## config.mk

```make
export PLATFORM = sky130hd
export DESIGN_NAME = vga_line_sched
export DESIGN_NICKNAME = d
export VERILOG_FILES = /design/src/rtl/vga_line_sched.sv
export SDC_FILE = /design/constraint.sdc
export NUM_CORES = 1
export LEC_CHECK = 0
export ABC_AREA = 1
export CORE_MARGIN = 2
export CORE_UTILIZATION = 47
export DETAILED_ROUTE_END_ITERATION = 10
export HOLD_SLACK_MARGIN = 0.1
export PLACE_DENSITY = 0.78
export SLEW_MARGIN = 15
export SYNTH_ARGS = -nofsm -noshare
export SYNTH_HDL_FRONTEND = slang
export SYNTH_SLANG_ARGS = --single-unit
```

## constraint.sdc

```tcl
create_clock -name clk_65M -period 6.2 [get_ports clk_65M]
set_clock_uncertainty 0.15 [all_clocks]
set_input_delay 1.24 -clock clk_65M [delete_from_list [all_inputs] [get_ports clk_65M]]
set_output_delay 1.24 -clock clk_65M [all_outputs]
set_load 0.03 [all_outputs]
```

## src/rtl/vga_line_sched.sv

```systemverilog
// vga_line_sched: round-robin arbiter and sequencer for the Bresenham line engine.
// Grants one of two requesters, normalises the segment to the engine's single
// octant (x increasing, 0 <= slope <= 1), rejects undrawable segments, launches
// the engine and supervises completion with a watchdog.
//
// state | meaning
// ------+----------------------------------------------------------
// IDLE  | waiting for a request; arbitrates when not paused
// CHECK | captured segment normalised and classified
// WAIT  | engine drawing; waiting for eng_done or watchdog expiry
module vga_line_sched #(
    parameter int CW      = 20,
    parameter int TIMEOUT = 4096
) (
    input  logic          clk_65M,
    input  logic          clear,
    input  logic          pause,
    input  logic          req0,
    input  logic          req1,
    input  logic [CW-1:0] x1_0,
    input  logic [CW-1:0] y1_0,
    input  logic [CW-1:0] x2_0,
    input  logic [CW-1:0] y2_0,
    input  logic [CW-1:0] x1_1,
    input  logic [CW-1:0] y1_1,
    input  logic [CW-1:0] x2_1,
    input  logic [CW-1:0] y2_1,
    output logic          ack0,
    output logic          ack1,
    output logic          rej,
    output logic          done,
    output logic          grant_id,
    output logic          busy,
    output logic          err,
    output logic          eng_start,
    output logic [CW-1:0] eng_x1,
    output logic [CW-1:0] eng_y1,
    output logic [CW-1:0] eng_x2,
    output logic [CW-1:0] eng_y2,
    input  logic          eng_done
);

    localparam int WW = (TIMEOUT > 2) ? $clog2(TIMEOUT) : 1;

    typedef enum logic [1:0] {IDLE, CHECK, WAIT} state_t;

    state_t        state, state_next;
    logic          last_served;
    logic [WW-1:0] wdog;
    logic [CW-1:0] cap_x1, cap_y1, cap_x2, cap_y2;

    logic          grant_en, grant_sel, launch, reject, finish, expire;
    logic          swap, bad;
    logic [CW-1:0] nx1, ny1, nx2, ny2;
    logic signed [CW:0] dx, dy;

    // Normalise the captured segment and classify it against the engine's octant.
    always_comb begin
        swap = (cap_x2 < cap_x1);
        nx1  = swap ? cap_x2 : cap_x1;
        ny1  = swap ? cap_y2 : cap_y1;
        nx2  = swap ? cap_x1 : cap_x2;
        ny2  = swap ? cap_y1 : cap_y2;
        dx   = $signed({1'b0, nx2}) - $signed({1'b0, nx1});
        dy   = $signed({1'b0, ny2}) - $signed({1'b0, ny1});
        bad  = dy[CW] || (dy > dx);
    end

    // Next-state and per-cycle event decode.
    always_comb begin
        state_next = state;
        grant_en   = 1'b0;
        grant_sel  = 1'b0;
        launch     = 1'b0;
        reject     = 1'b0;
        finish     = 1'b0;
        expire     = 1'b0;
        case (state)
            IDLE: begin
                if (!pause && (req0 || req1)) begin
                    grant_en   = 1'b1;
                    grant_sel  = (req0 && req1) ? ~last_served : req1;
                    state_next = CHECK;
                end
            end
            CHECK: begin
                if (bad) begin
                    reject     = 1'b1;
                    state_next = IDLE;
                end else begin
                    launch     = 1'b1;
                    state_next = WAIT;
                end
            end
            WAIT: begin
                // Completion takes priority over a coincident watchdog expiry.
                if (eng_done) begin
                    finish     = 1'b1;
                    state_next = IDLE;
                end else if (wdog == '0) begin
                    expire     = 1'b1;
                    state_next = IDLE;
                end
            end
            default: state_next = IDLE;
        endcase
    end

    // State register.
    always_ff @(posedge clk_65M or posedge clear) begin
        if (clear) state <= IDLE;
        else       state <= state_next;
    end

    // Registered outputs, captured coordinates and the watchdog down-counter.
    always_ff @(posedge clk_65M or posedge clear) begin
        if (clear) begin
            ack0        <= 1'b0;
            ack1        <= 1'b0;
            rej         <= 1'b0;
            done        <= 1'b0;
            eng_start   <= 1'b0;
            busy        <= 1'b0;
            err         <= 1'b0;
            grant_id    <= 1'b0;
            last_served <= 1'b1;
            wdog        <= '0;
            cap_x1      <= '0;
            cap_y1      <= '0;
            cap_x2      <= '0;
            cap_y2      <= '0;
            eng_x1      <= '0;
            eng_y1      <= '0;
            eng_x2      <= '0;
            eng_y2      <= '0;
        end else begin
            ack0      <= grant_en & ~grant_sel;
            ack1      <= grant_en & grant_sel;
            rej       <= reject;
            done      <= finish;
            eng_start <= launch;
            busy      <= (state_next != IDLE);
            err       <= err | expire;
            if (grant_en) begin
                grant_id    <= grant_sel;
                last_served <= grant_sel;
                cap_x1      <= grant_sel ? x1_1 : x1_0;
                cap_y1      <= grant_sel ? y1_1 : y1_0;
                cap_x2      <= grant_sel ? x2_1 : x2_0;
                cap_y2      <= grant_sel ? y2_1 : y2_0;
            end
            if (launch) begin
                eng_x1 <= nx1;
                eng_y1 <= ny1;
                eng_x2 <= nx2;
                eng_y2 <= ny2;
                wdog   <= WW'(TIMEOUT - 1);
            end else if (state == WAIT && wdog != '0) begin
                wdog <= wdog - WW'(1);
            end
        end
    end

endmodule

```

Word level (Yosys, flattened, before mapping)
Index checks and enable logic that the tools add are counted.
{ "word_totals": {"elab_cells": 71, "reg_bits": 183, "out_inout_bits": 88, "input_bits": 166} }
{ "classes": {"n_addsub": 3, "eq_ne": 2, "reduce_logical": 11, "magnitude_cmp": 2, "bitwise": 5, "n_mux": 29} }
{ "ops": {"columns": ["cell", "count"], "rows": [
  ["20-bit two-way mux", 8],
  ["20-bit by 20-bit subtractor with 21-bit output", 2],
  ["12-bit two-way mux", 2],
  ["21-bit > comparator", 1],
  ["20-bit less-than comparator", 1],
  ["1-bit two-way mux", 14],
  ["12-bit logical NOT", 1],
  ["12-bit nonzero test", 1],
  ["12-bit by 1-bit subtractor with 12-bit output, second input constant", 1],
  ["2-bit two-way mux", 4],
  ["2-bit one-hot mux with 3 select lines", 1],
  ["2-bit nonzero test", 2],
  ["1-bit logical AND", 3],
  ["1-bit bitwise AND", 2],
  ["2-bit by 1-bit == test with 1-bit output, second input constant", 1],
  ["2-bit == test, second input constant", 1],
  ["2-bit logical NOT", 1],
  ["1-bit logical OR", 2],
  ["1-bit NOT", 2],
  ["1-bit logical NOT", 1],
  ["1-bit OR", 1]
]} }

Depth between registers and ports, before layout
Gate-level depths: netlist of run 1.
{ "logic_depth": {"depth_word": 8, "mapped_depth": 42, "depth_no_buf": 36} }

Least setup slack after synthesis of run 1
OpenSTA, ideal clock, no wires.
{ "synth_path": {"kind": "reg-to-reg", "start": "register cap_x2[15]", "end": "register eng_x1[10]", "t_required_ps": 5932, "setup_ps": 118, "setup_slack_ps": 684, "arrival_ps": 5248, "stages_incl_launch_ff": 36, "synth_period_minus_slack_ps": 5516, "path_buffers": 7, "path_cell_list": "dfrtp_1 -> ha_1 -> nand2_1 -> nor2_1 -> nand2_2 -> inv_1 -> nand2_1 -> nand3_2 -> buf_6 -> buf_6 -> buf_2 -> nand2_1 -> o21a_1 -> nand2_1 -> ha_1 -> inv_1 -> nand2_1 -> nand2_1 -> nand2_1 -> nand2_1 -> nand3_1 -> nand2_1 -> nand2_1 -> buf_2 -> buf_2 -> inv_1 -> ha_1 -> nand2_1 -> inv_1 -> nand3_1 -> o41ai_1 -> nand3_2 -> buf_6 -> buf_6 -> nand2_1 -> nand2_1"} }
{ "synth_via": {"elab_chain_cells": 7, "word_cells_on_any_way": 11, "cone_classes": "add/sub (2); order compare (2); mux (6); reduce/logical (1)"} }
{ "synth_lines": {"columns": ["item", "line", "source"], "rows": [
  ["start, declared", "50", "logic [CW-1:0] cap_x1, cap_y1, cap_x2, cap_y2;"],
  ["start signal, assigned", "149", "cap_x2 <= grant_sel ? x2_1 : x2_0;"],
  ["20-bit less-than comparator", "59", "swap = (cap_x2 < cap_x1);"],
  ["20-bit two-way mux (on tied branches)", null, null],
  ["20-bit by 20-bit subtractor with 21-bit output (on tied branches)", "65, 64", null],
  ["21-bit > comparator", "66", "bad = dy[CW] || (dy > dx);"],
  ["1-bit logical OR", "66", null],
  ["1-bit two-way mux", "87", "if (bad) begin"],
  ["1-bit two-way mux", "78", "case (state)"],
  ["end signal, assigned", "153", "eng_x1 <= nx1;"],
  ["end, declared", "36", "output logic [CW-1:0] eng_x1,"]
]} }
Several ways; a longest one is shown, not always the timed one.
A chain may end at the register's enable or synchronous reset.

Worst setup path after layout of run 1
{ "layout_path": {"start": "register cap_x2[15]", "end": "register eng_x1[2]"} }
Same word-level chain as after synthesis.

==> flow_summary.toml, run 1 <==
[status]
status = "complete, no violations"

[die]
die_w_um = 163
start_util_pct = 47.5
die_height_um = 163
coreArea_sq_mm = 0.0250
rows = 58
num_io_pins = 254
die-area_sq_mm = 0.0265

[routing]
viasPerCell = 5.34
antenna_left = 0
first_iter_violations = 1293
wire_per_inst_um = 16.7
num_vias = 12300
drt-total-wl_um = 38200
drc_errors = 0
firstDrtPassIters = 7

[clock_tree]
clk_pin_slew_worst_paths_ns = 0.08
numCtsBuffers = 17
cts_tree = "done"
root_buffer = "clkbuf_16"
clockBufferDepth = 2
h-tree-depth = 4
cts_sinks = 183
clock_latency_ns = 0.45

[flow_run]
drv_cap = 0

[finish]
nets = 2159
final_layout_size_suffix_gt1_share_pct = 5.05
multi_input_area_sq_mm = 0.00628
utilization_pct = 62.2
finalInstanceArea_sq_mm = 0.0155
syn2layout_area_growth_pct = 30.8
regArea_sq_mm = 0.00458
fillers = 2255
antenna_cells = 0

[setup_path]
crit_buf_inv = 4
critPathCaptureType = "flip-flop"
critPathMostFrequentCell = "nand2_1"
reg2reg_slack_ns = 0.37
max_stage_delay_ns = 0.46
timing.rr.start = "cap_x2[15]$_DFFE_PP0P_"
cp_slowest_cell = "dfrtp_1"
regToRegEndpoint = "eng_x1[2]$_DFFE_PP0P_"
crit_arrival_ns = 6.06
cp.depth = 35
start_kind = "flip-flop"
cp_max_fo = 55
required_ns = 6.43
worstRegToRegCells = 35
crit_family = "simple AND/OR/NAND/NOR gates"
setup.worst_path.class = "flip-flop to flip-flop"

[synth]
avgSynthCellArea_sq_um = 6.95
synthArstFlopShare_pct = 100
yosys_warnings = 0
synthFlopType = "dfrtp_1"
synth-seq-area-share_pct = 38.6
ys_types = 42
synth_edf_count = 0
synth_common_cells = "nand2_1 (660), inv_1 (185), dfrtp_1 (182)"
netlist.top_cell.by_area = "dfrtp_1"
synth-seq-cells = 183
synth_area_sq_mm = 0.0119
yosysMostFrequentCell = "nand2_1"
synthesis.nets = 1918
synthCells = 1708
netlist_top_cells_area = "dfrtp_1 (38%), nand2_1 (21%), inv_1 (5.9%)"
yosysTopAreaCellShare_pct = 38.4

[sta]
setup_viol = 0
drv_slew = 0
fin_ws_ns = 0.368
worst_pin_slew_ns = 1.09
hold_viol_final = 0
finalCritPeriodShare_pct = 94.1
min_period_ns = 5.83
clock.fmax_ghz = 0.171
relSlewSlack_pct = 27.0

[placement]
port-buffer-count = 253
postPlaceCellArea_sq_mm = 0.0148
gp_congestion = 0.937
post-place-ws_ns = 0.207
dpl.hpwl_um = 28500

[hold_path]
hold-path-endpoint = "last_served$_DFFE_PP1P_"
min_path_cells = 2
hold_class = "flip-flop to flip-flop"
holdCritStartpoint = "last_served$_DFFE_PP1P_"

[grt]
gr-total-overflow = 0
grt_pass1_wl_um = 60000
antenna_found_initial = 1
grt_max_degree = 184
grt_usage_pct = 28.7
grt_pass1_vias = 11700
placed cells by master, fill, tap and decap left out, types with 3 or more instances in the layout:
| master | netlist | layout |
|---|---|---|
| o21a_1 | 4 | 4 |
| o211ai_1 | 40 | 40 |
| ha_1 | 44 | 44 |
| a21o_1 | 4 | 4 |
| nor3_1 | 16 | 16 |
| nand2_1 | 660 | 658 |
| dfrtp_1 | 182 | 182 |
| inv_1 | 185 | 183 |
| buf_12 | 0 | 4 |
| nand3_4 | 0 | 4 |
| inv_12 | 0 | 3 |
| xnor2_1 | 9 | 9 |
| nand3_1 | 63 | 63 |
| o21bai_1 | 4 | 4 |
| nor2_4 | 1 | 3 |
| inv_6 | 0 | 3 |
| clkdlybuf4s50_1 | 0 | 253 |
| nand4_1 | 97 | 97 |
| a21oi_1 | 35 | 35 |
| buf_4 | 3 | 40 |
| o21ai_1 | 10 | 12 |
| inv_8 | 0 | 3 |
| clkbuf_16 | 0 | 17 |
| xor2_1 | 33 | 33 |
| o21ai_0 | 104 | 101 |
| clkinv_8 | 0 | 4 |
| nor2_1 | 98 | 96 |
| nand3b_1 | 4 | 4 |
| nand2_2 | 3 | 5 |
| o22ai_1 | 15 | 15 |
through the flow:
| step | setup TNS, ns | std cells | hold slack [ns] |
|---|---|---|---|
| after detailed placement | 0 | 2255 | 0.307 |
| after global placement | 0 | 2255 | 0.305 |
| after global routing | -0.0892 | 2292 | 0.335 |
| final | 0 | 2292 | 0.320 |
| after floorplan | 0 | 1708 | 0.298 |
| after CTS | 0 | 2287 | 0.322 |
flip-flops by register name (all words and copies together), names as in the netlist:
name	cells
done	1
eng_start	1
eng_y2	20
eng_x1	20
cap_y2	20
busy	1
grant_id	1
cap_x2	20
rej	1
ack0	1
cap_x1	20
eng_y1	20
state	2
last_served	1
err	1
wdog	12
ack1	1
eng_x2	20
cap_y1	20
cells by family after synthesis:
| group | synth area share [%] |
|---|---|
| XOR/XNOR | 3.10 |
| AO/OA/AOI/OAI | 11.1 |
| buffers and inverters | 9.28 |
| AND/OR/NAND/NOR | 33.3 |
| flip-flops | 38.6 |
| adder cells (fa/ha/maj) | 4.64 |
cell type report:
class / count / share of cell area, %
clock buffer: 17 / 2.74
clock inverter: 15 / 1.23
inverter: 187 / 4.55
multi-input combinational: 1262 / 40.5
sequential: 183 / 29.5
tap: 330 / 2.66
timing repair buffer: 298 / 18.8
tightest hold or removal path: stages, from the launching register on:
cell and delay (ns):
dfstp_2 0.38, nand2_1 0.05, nand2_1 0.05
layer usage:
layer | global-route usage (%) | part of all wire, %
met1 | 41.7 | 47
met2 | 44.6 | 44
met3 | 4.71 | 7.6
met4 | 7.68 | 1.7
met5 | 0 | 0
worst max path at each step:
stage,end,startpoint
floorplan,eng_x1[10]$_DFFE_PP0P_,cap_x2[15]$_DFFE_PP0P_
global placement,eng_y1[3]$_DFFE_PP0P_,cap_x2[15]$_DFFE_PP0P_
detailed placement,eng_x2[7]$_DFFE_PP0P_,cap_x2[15]$_DFFE_PP0P_
CTS,eng_x2[7]$_DFFE_PP0P_,cap_x2[15]$_DFFE_PP0P_
global route,eng_x1[18]$_DFFE_PP0P_,cap_x2[15]$_DFFE_PP0P_
finish,eng_x1[2]$_DFFE_PP0P_,cap_x2[15]$_DFFE_PP0P_
timing repair:
action                                  4_1_cts  5_1_grt
hold buffers                                  0        0
resized for setup                             0        9
hold endpoints to repair                      0        0
buffers inserted                              0        3
endpoints found under the setup margin        0       96
Power of run 1 is not shown: default switching activity piles up to over one toggle a cycle in this logic, so the estimate is an artifact.
==> inputs of run 2 (changes only) <==
--- a/config.mk
+++ b/config.mk
@@ -9,6 +9,7 @@
 export CORE_MARGIN = 2
 export CORE_UTILIZATION = 47
 export DETAILED_ROUTE_END_ITERATION = 10
+export GPL_ROUTABILITY_DRIVEN = 0
 export HOLD_SLACK_MARGIN = 0.1
 export PLACE_DENSITY = 0.78
 export SLEW_MARGIN = 15
==> flow_summary.toml, run 2 (same netlist as run 1, synthesis figures left out) <==
[status]
status = "complete, no violations"

[sta]
clock.fmax_ghz = 0.174
finalCritPeriodShare_pct = 92.7
worst_pin_slew_ns = 0.998
setup_viol = 0
relSlewSlack_pct = 33.5
drv_slew = 0
grt_setup_unrepaired = "false"
setup_tns_ns = 0
hold_viol_final = 0
min_period_ns = 5.75

[clock_tree]
cts-hold-fix-buffers = 0
numCtsBuffers = 17
cts_sinks = 183
clock_latency_ns = 0.45
clk_pin_slew_worst_paths_ns = 0.08
h-tree-depth = 4
cts_tree = "done"
root_buffer = "clkbuf_16"
clockBufferDepth = 2

[grt]
antenna_found_initial = 0
grt_usage_pct = 27.4
grt_pass1_wl_um = 57700
gr-total-overflow = 0
grt_max_degree = 184
grt_pass1_vias = 11200

[routing]
antenna_left = 0
drc_errors = 0
viasPerCell = 5.37
wire_per_inst_um = 15.9
first_iter_violations = 1268
firstDrtPassIters = 5
num_vias = 12200
drt-total-wl_um = 36100

[finish]
nets = 2144
finalInstanceArea_sq_mm = 0.0153
syn2layout_area_growth_pct = 29.1
final_common_cell = "nand2_1"
antenna_cells = 0
fillers = 2236
final_cell_mix = "nand2_1 (658), clkdlybuf4s50_1 (253), inv_1 (183), dfrtp_1 (182), o21ai_0 (102)"
final_layout_size_suffix_gt1_share_pct = 4.26

[die]
die-area_sq_mm = 0.0265
num_io_pins = 254
coreArea_sq_mm = 0.0250
rows = 58
die_w_um = 163
die_height_um = 163
start_util_pct = 47.5

[setup_path]
cp_cell_sequence = "ha_1, nand2_1, inv_1, nand2_1, nand2_1, a21oi_4, buf_4, nand3_4, o21ai_0, nand2_1, o21ai_0, inv_1, nand3_1, nand2_1, nand2_1, xor2_1, ha_1, inv_1, nor3_1, nand3_1, o41ai_2, buf_12, nand4_1, nand2_1"
crit_family = "compound AO/OA/AOI/OAI gates"
critPathCaptureType = "flip-flop"
crit_arrival_ns = 5.97
max_stage_delay_ns = 0.71
required_ns = 6.42
cp_slowest_cell = "o41ai_2"
setup.worst_path.class = "flip-flop to flip-flop"
cp_max_fo = 63
start_kind = "flip-flop"
critPathMostFrequentCell = "nand2_1"
crit_buf_inv = 5

[placement]
port-buffer-count = 253
postPlaceCellArea_sq_mm = 0.0147
dpl.hpwl_um = 26800

[hold_path]
hold_class = "flip-flop to flip-flop"

[flow_run]
drv_cap = 0
## run 2: changes by cell type in the layout (fill, tap and decap cells not counted), sizes merged
cell and delta:
buf -15, clkinvlp +1, clkinv -1
## run 2: metal layers
layer | wire length (um) | share of wire [%] | GRT usage [%] | vias up
met5 | 0 | 0 | 0 | -
met4 | 788 | 2.2 | 7.04 | 0
met3 | 3460 | 9.6 | 5.63 | 53
met2 | 15900 | 44 | 41.8 | 565
met1 | 15900 | 44 | 39.8 | 5607
li1 | - | - | - | 6008
## run 2: what timing repair did
item,CTS,global route
endpoints found under the setup margin,0,96
resized for setup,0,4
endpoints found under the hold margin,0,0
buffers inserted,0,2
## run 2: path summary, 6_finish.rpt
path | from | endpoint | slack (ns) | cells past startpoint
max | cap_x2[15]$_DFFE_PP0P_ | eng_y2[1]$_DFFE_PP0P_ | 0.45 | 24
min | eng_y2[13]$_DFFE_PP0P_ | eng_y2[13]$_DFFE_PP0P_ | 0.32 | 2
max reg2reg | cap_x2[15]$_DFFE_PP0P_ | eng_y2[1]$_DFFE_PP0P_ | 0.45 | 24
min reg2reg | eng_y2[13]$_DFFE_PP0P_ | eng_y2[13]$_DFFE_PP0P_ | 0.32 | 2
max in group asynchronous | clear | cap_x2[14]$_DFFE_PP0P_ | 3.89 | 3
min in group asynchronous | clear | eng_y2[13]$_DFFE_PP0P_ | 1.29 | 3
## run 2: cell type report
| type | instances | area [sq um] | area share [%] |
|---|---|---|---|
| Clock buffer | 17 | 425 | 2.78 |
| Inverter | 187 | 707 | 4.61 |
| Clock inverter | 15 | 136 | 0.890 |
| Timing Repair Buffer | 283 | 2810 | 18.3 |
| Multi-Input combinational cell | 1262 | 6260 | 40.8 |
| Sequential cell | 183 | 4580 | 29.9 |
| Tap cell | 330 | 413 | 2.69 |
## run 2: worst reg2reg max path, stage by stage (launching register included)
cell	delay (ns)
dfrtp_1	0.46
ha_1	0.39
nand2_1	0.21
inv_1	0.09
nand2_1	0.07
nand2_1	0.12
a21oi_4	0.30
buf_4	0.18
nand3_4	0.17
o21ai_0	0.51
nand2_1	0.13
o21ai_0	0.26
inv_1	0.07
nand3_1	0.16
nand2_1	0.07
nand2_1	0.09
xor2_1	0.10
ha_1	0.28
inv_1	0.04
nor3_1	0.27
nand3_1	0.17
o41ai_2	0.71
buf_12	0.35
nand4_1	0.18
nand2_1	0.13
## run 2: per-stage QoR
stage               worst slack (ns)  utilization, %  instances  hold slack (ns)
global route                  0.0805            61.4       2277            0.352
floorplan                      0.684               -       1708            0.298
detailed placement             0.361            59.0       2241            0.308
global placement               0.474            59.0       2241            0.306
finish                         0.454            61.4       2277            0.321
CTS                            0.289            61.2       2273            0.325
Power of run 2 is left out for the same reason.
==> inputs of run 3 (changes only) <==
--- a/config.mk
+++ b/config.mk
@@ -12,7 +12,6 @@
 export GPL_ROUTABILITY_DRIVEN = 0
 export HOLD_SLACK_MARGIN = 0.1
 export PLACE_DENSITY = 0.78
-export SLEW_MARGIN = 15
 export SYNTH_ARGS = -nofsm -noshare
 export SYNTH_HDL_FRONTEND = slang
 export SYNTH_SLANG_ARGS = --single-unit
==> constraint.sdc (replaced) <==
create_clock -name clk_65M -period 6.2 [get_ports clk_65M]
set_clock_uncertainty 0.15 [all_clocks]
set_input_delay 0.93 -clock clk_65M [delete_from_list [all_inputs] [get_ports clk_65M]]
set_output_delay 0.93 -clock clk_65M [all_outputs]
set_load 0.03 [all_outputs]
==> flow_summary.toml, run 3 (same netlist as run 1, synthesis figures left out) <==
[flow_run]
drv_cap = 0

[die]
die_height_um = 163
die-area_sq_mm = 0.0265
die_w_um = 163
num_io_pins = 254
coreArea_sq_mm = 0.0250
rows = 58
start_util_pct = 47.5

[setup_path]
start_kind = "flip-flop"
max_stage_delay_ns = 0.46
worstRegToRegCells = 35
worstSetupStartpoint = "cap_x2[15]$_DFFE_PP0P_"
cp-endpoint = "eng_y2[7]$_DFFE_PP0P_"
setup.worst_path.class = "flip-flop to flip-flop"
regToRegEndpoint = "eng_y2[7]$_DFFE_PP0P_"
crit_arrival_ns = 6.22
timing.rr.start = "cap_x2[15]$_DFFE_PP0P_"
critPathMostFrequentCell = "nand2_1"
cp_max_fo = 38
reg2reg_slack_ns = 0.20
cp_slowest_cell = "dfrtp_1"
required_ns = 6.43
critPathCaptureType = "flip-flop"

[finish]
final_cell_mix = "nand2_1 (659), clkdlybuf4s50_1 (253), inv_1 (183), dfrtp_1 (182), o21ai_0 (102)"
antenna_cells = 0
final_layout_size_suffix_gt1_share_pct = 4.06
final_common_cell = "nand2_1"
fillers = 2265
syn2layout_area_growth_pct = 29.4
nets = 2141

[sta]
setup_viol = 0
finalHoldWorstSlack_ns = 0.323
clock.fmax_ghz = 0.167
min_period_ns = 6.00
relSlewSlack_pct = 24.3
worst_pin_slew_ns = 1.14
hold_viol_final = 0
drv_slew = 0
finalCritPeriodShare_pct = 96.7

[grt]
grt_use_met3_pct = 6.19
grt_usage_pct = 27.7
grt_pass1_wl_um = 57800
grt_pass1_vias = 11300
grt_use_met1_pct = 39.6
busiest_layer = "met2"
grt_max_degree = 134
grtUsageMet2_pct = 41.7
antenna_found_initial = 0
gr-total-overflow = 0

[clock_tree]
h-tree-depth = 4
cts_tree = "done"
clockBufferDepth = 2
clk_pin_slew_worst_paths_ns = 0.08
cts_sinks = 183
root_buffer = "clkbuf_16"
cts-hold-fix-buffers = 0
clock_latency_ns = 0.45
numCtsBuffers = 17

[routing]
first_iter_violations = 1467
drc_errors = 0
firstDrtPassIters = 5
drt-total-wl_um = 37500
num_vias = 12300
viasPerCell = 5.43
wire_per_inst_um = 16.5
antenna_left = 0

[placement]
port-buffer-count = 253
dpl.hpwl_um = 27500

[hold_path]
hold_class = "flip-flop to flip-flop"

[status]
status = "complete, no violations"
run 3: repair_timing:
item	4_1_cts	5_1_grt
endpoints found under the setup margin	0	88
buffers inserted	0	6
endpoints found under the hold margin	0	0
resized for setup	0	5
run 3: layer usage:
layer / up-vias / wire length (um)
li1: 5998 / -
met1: 5669 / 16300
met2: 614 / 16400
met3: 68 / 3740
met4: 0 / 1010
met5: - / 0
run 3: through the flow:
| stage | instance area, sq um | setup TNS, ns | util [%] | setup slack (ns) | cells |
|---|---|---|---|---|---|
| 2_1_floorplan | 11900 | 0 | - | 0.150 | 1708 |
| 3_3_place_gp | 14700 | 0 | 58.7 | 0.574 | 2233 |
| 3_5_place_dp | 14700 | 0 | 58.7 | 0.403 | 2233 |
| 4_1_cts | 15300 | 0 | 61.1 | 0.354 | 2265 |
| 5_1_grt | 15400 | -2.41 | 61.5 | -0.0776 | 2274 |
| 6_report | 15400 | 0 | 61.5 | 0.202 | 2274 |
run 3: worst min path at each step:
| stage | from | to | cells after the start |
|---|---|---|---|
| global route | err$_DFF_PP0_ | err$_DFF_PP0_ | 1 |
| floorplan | last_served$_DFFE_PP1P_ | last_served$_DFFE_PP1P_ | 2 |
| CTS | last_served$_DFFE_PP1P_ | last_served$_DFFE_PP1P_ | 2 |
| detailed placement | eng_y1[0]$_DFFE_PP0P_ | eng_y1[0]$_DFFE_PP0P_ | 2 |
| finish | last_served$_DFFE_PP1P_ | last_served$_DFFE_PP1P_ | 2 |
| global placement | eng_y2[11]$_DFFE_PP0P_ | eng_y2[11]$_DFFE_PP0P_ | 2 |
run 3: final cells by class:
class | instances | area [sq um] | area share [%]
clock buffer | 18 | 429 | 2.79
clock inverter | 14 | 163 | 1.06
inverter | 187 | 709 | 4.62
multi-input combinational | 1262 | 6260 | 40.8
sequential | 183 | 4580 | 29.8
tap | 330 | 413 | 2.69
timing repair buffer | 280 | 2810 | 18.3
run 3: critical path, delay by kind of cell (launching register included):
family	cells	cell delay, ns
buf+inv	6	0.72
flops	1	0.46
simple gates	22	2.68
fa+ha+maj	3	0.88
xor+xnor	1	0.28
compound gates	3	0.73
Power of run 3 is left out for the same reason.
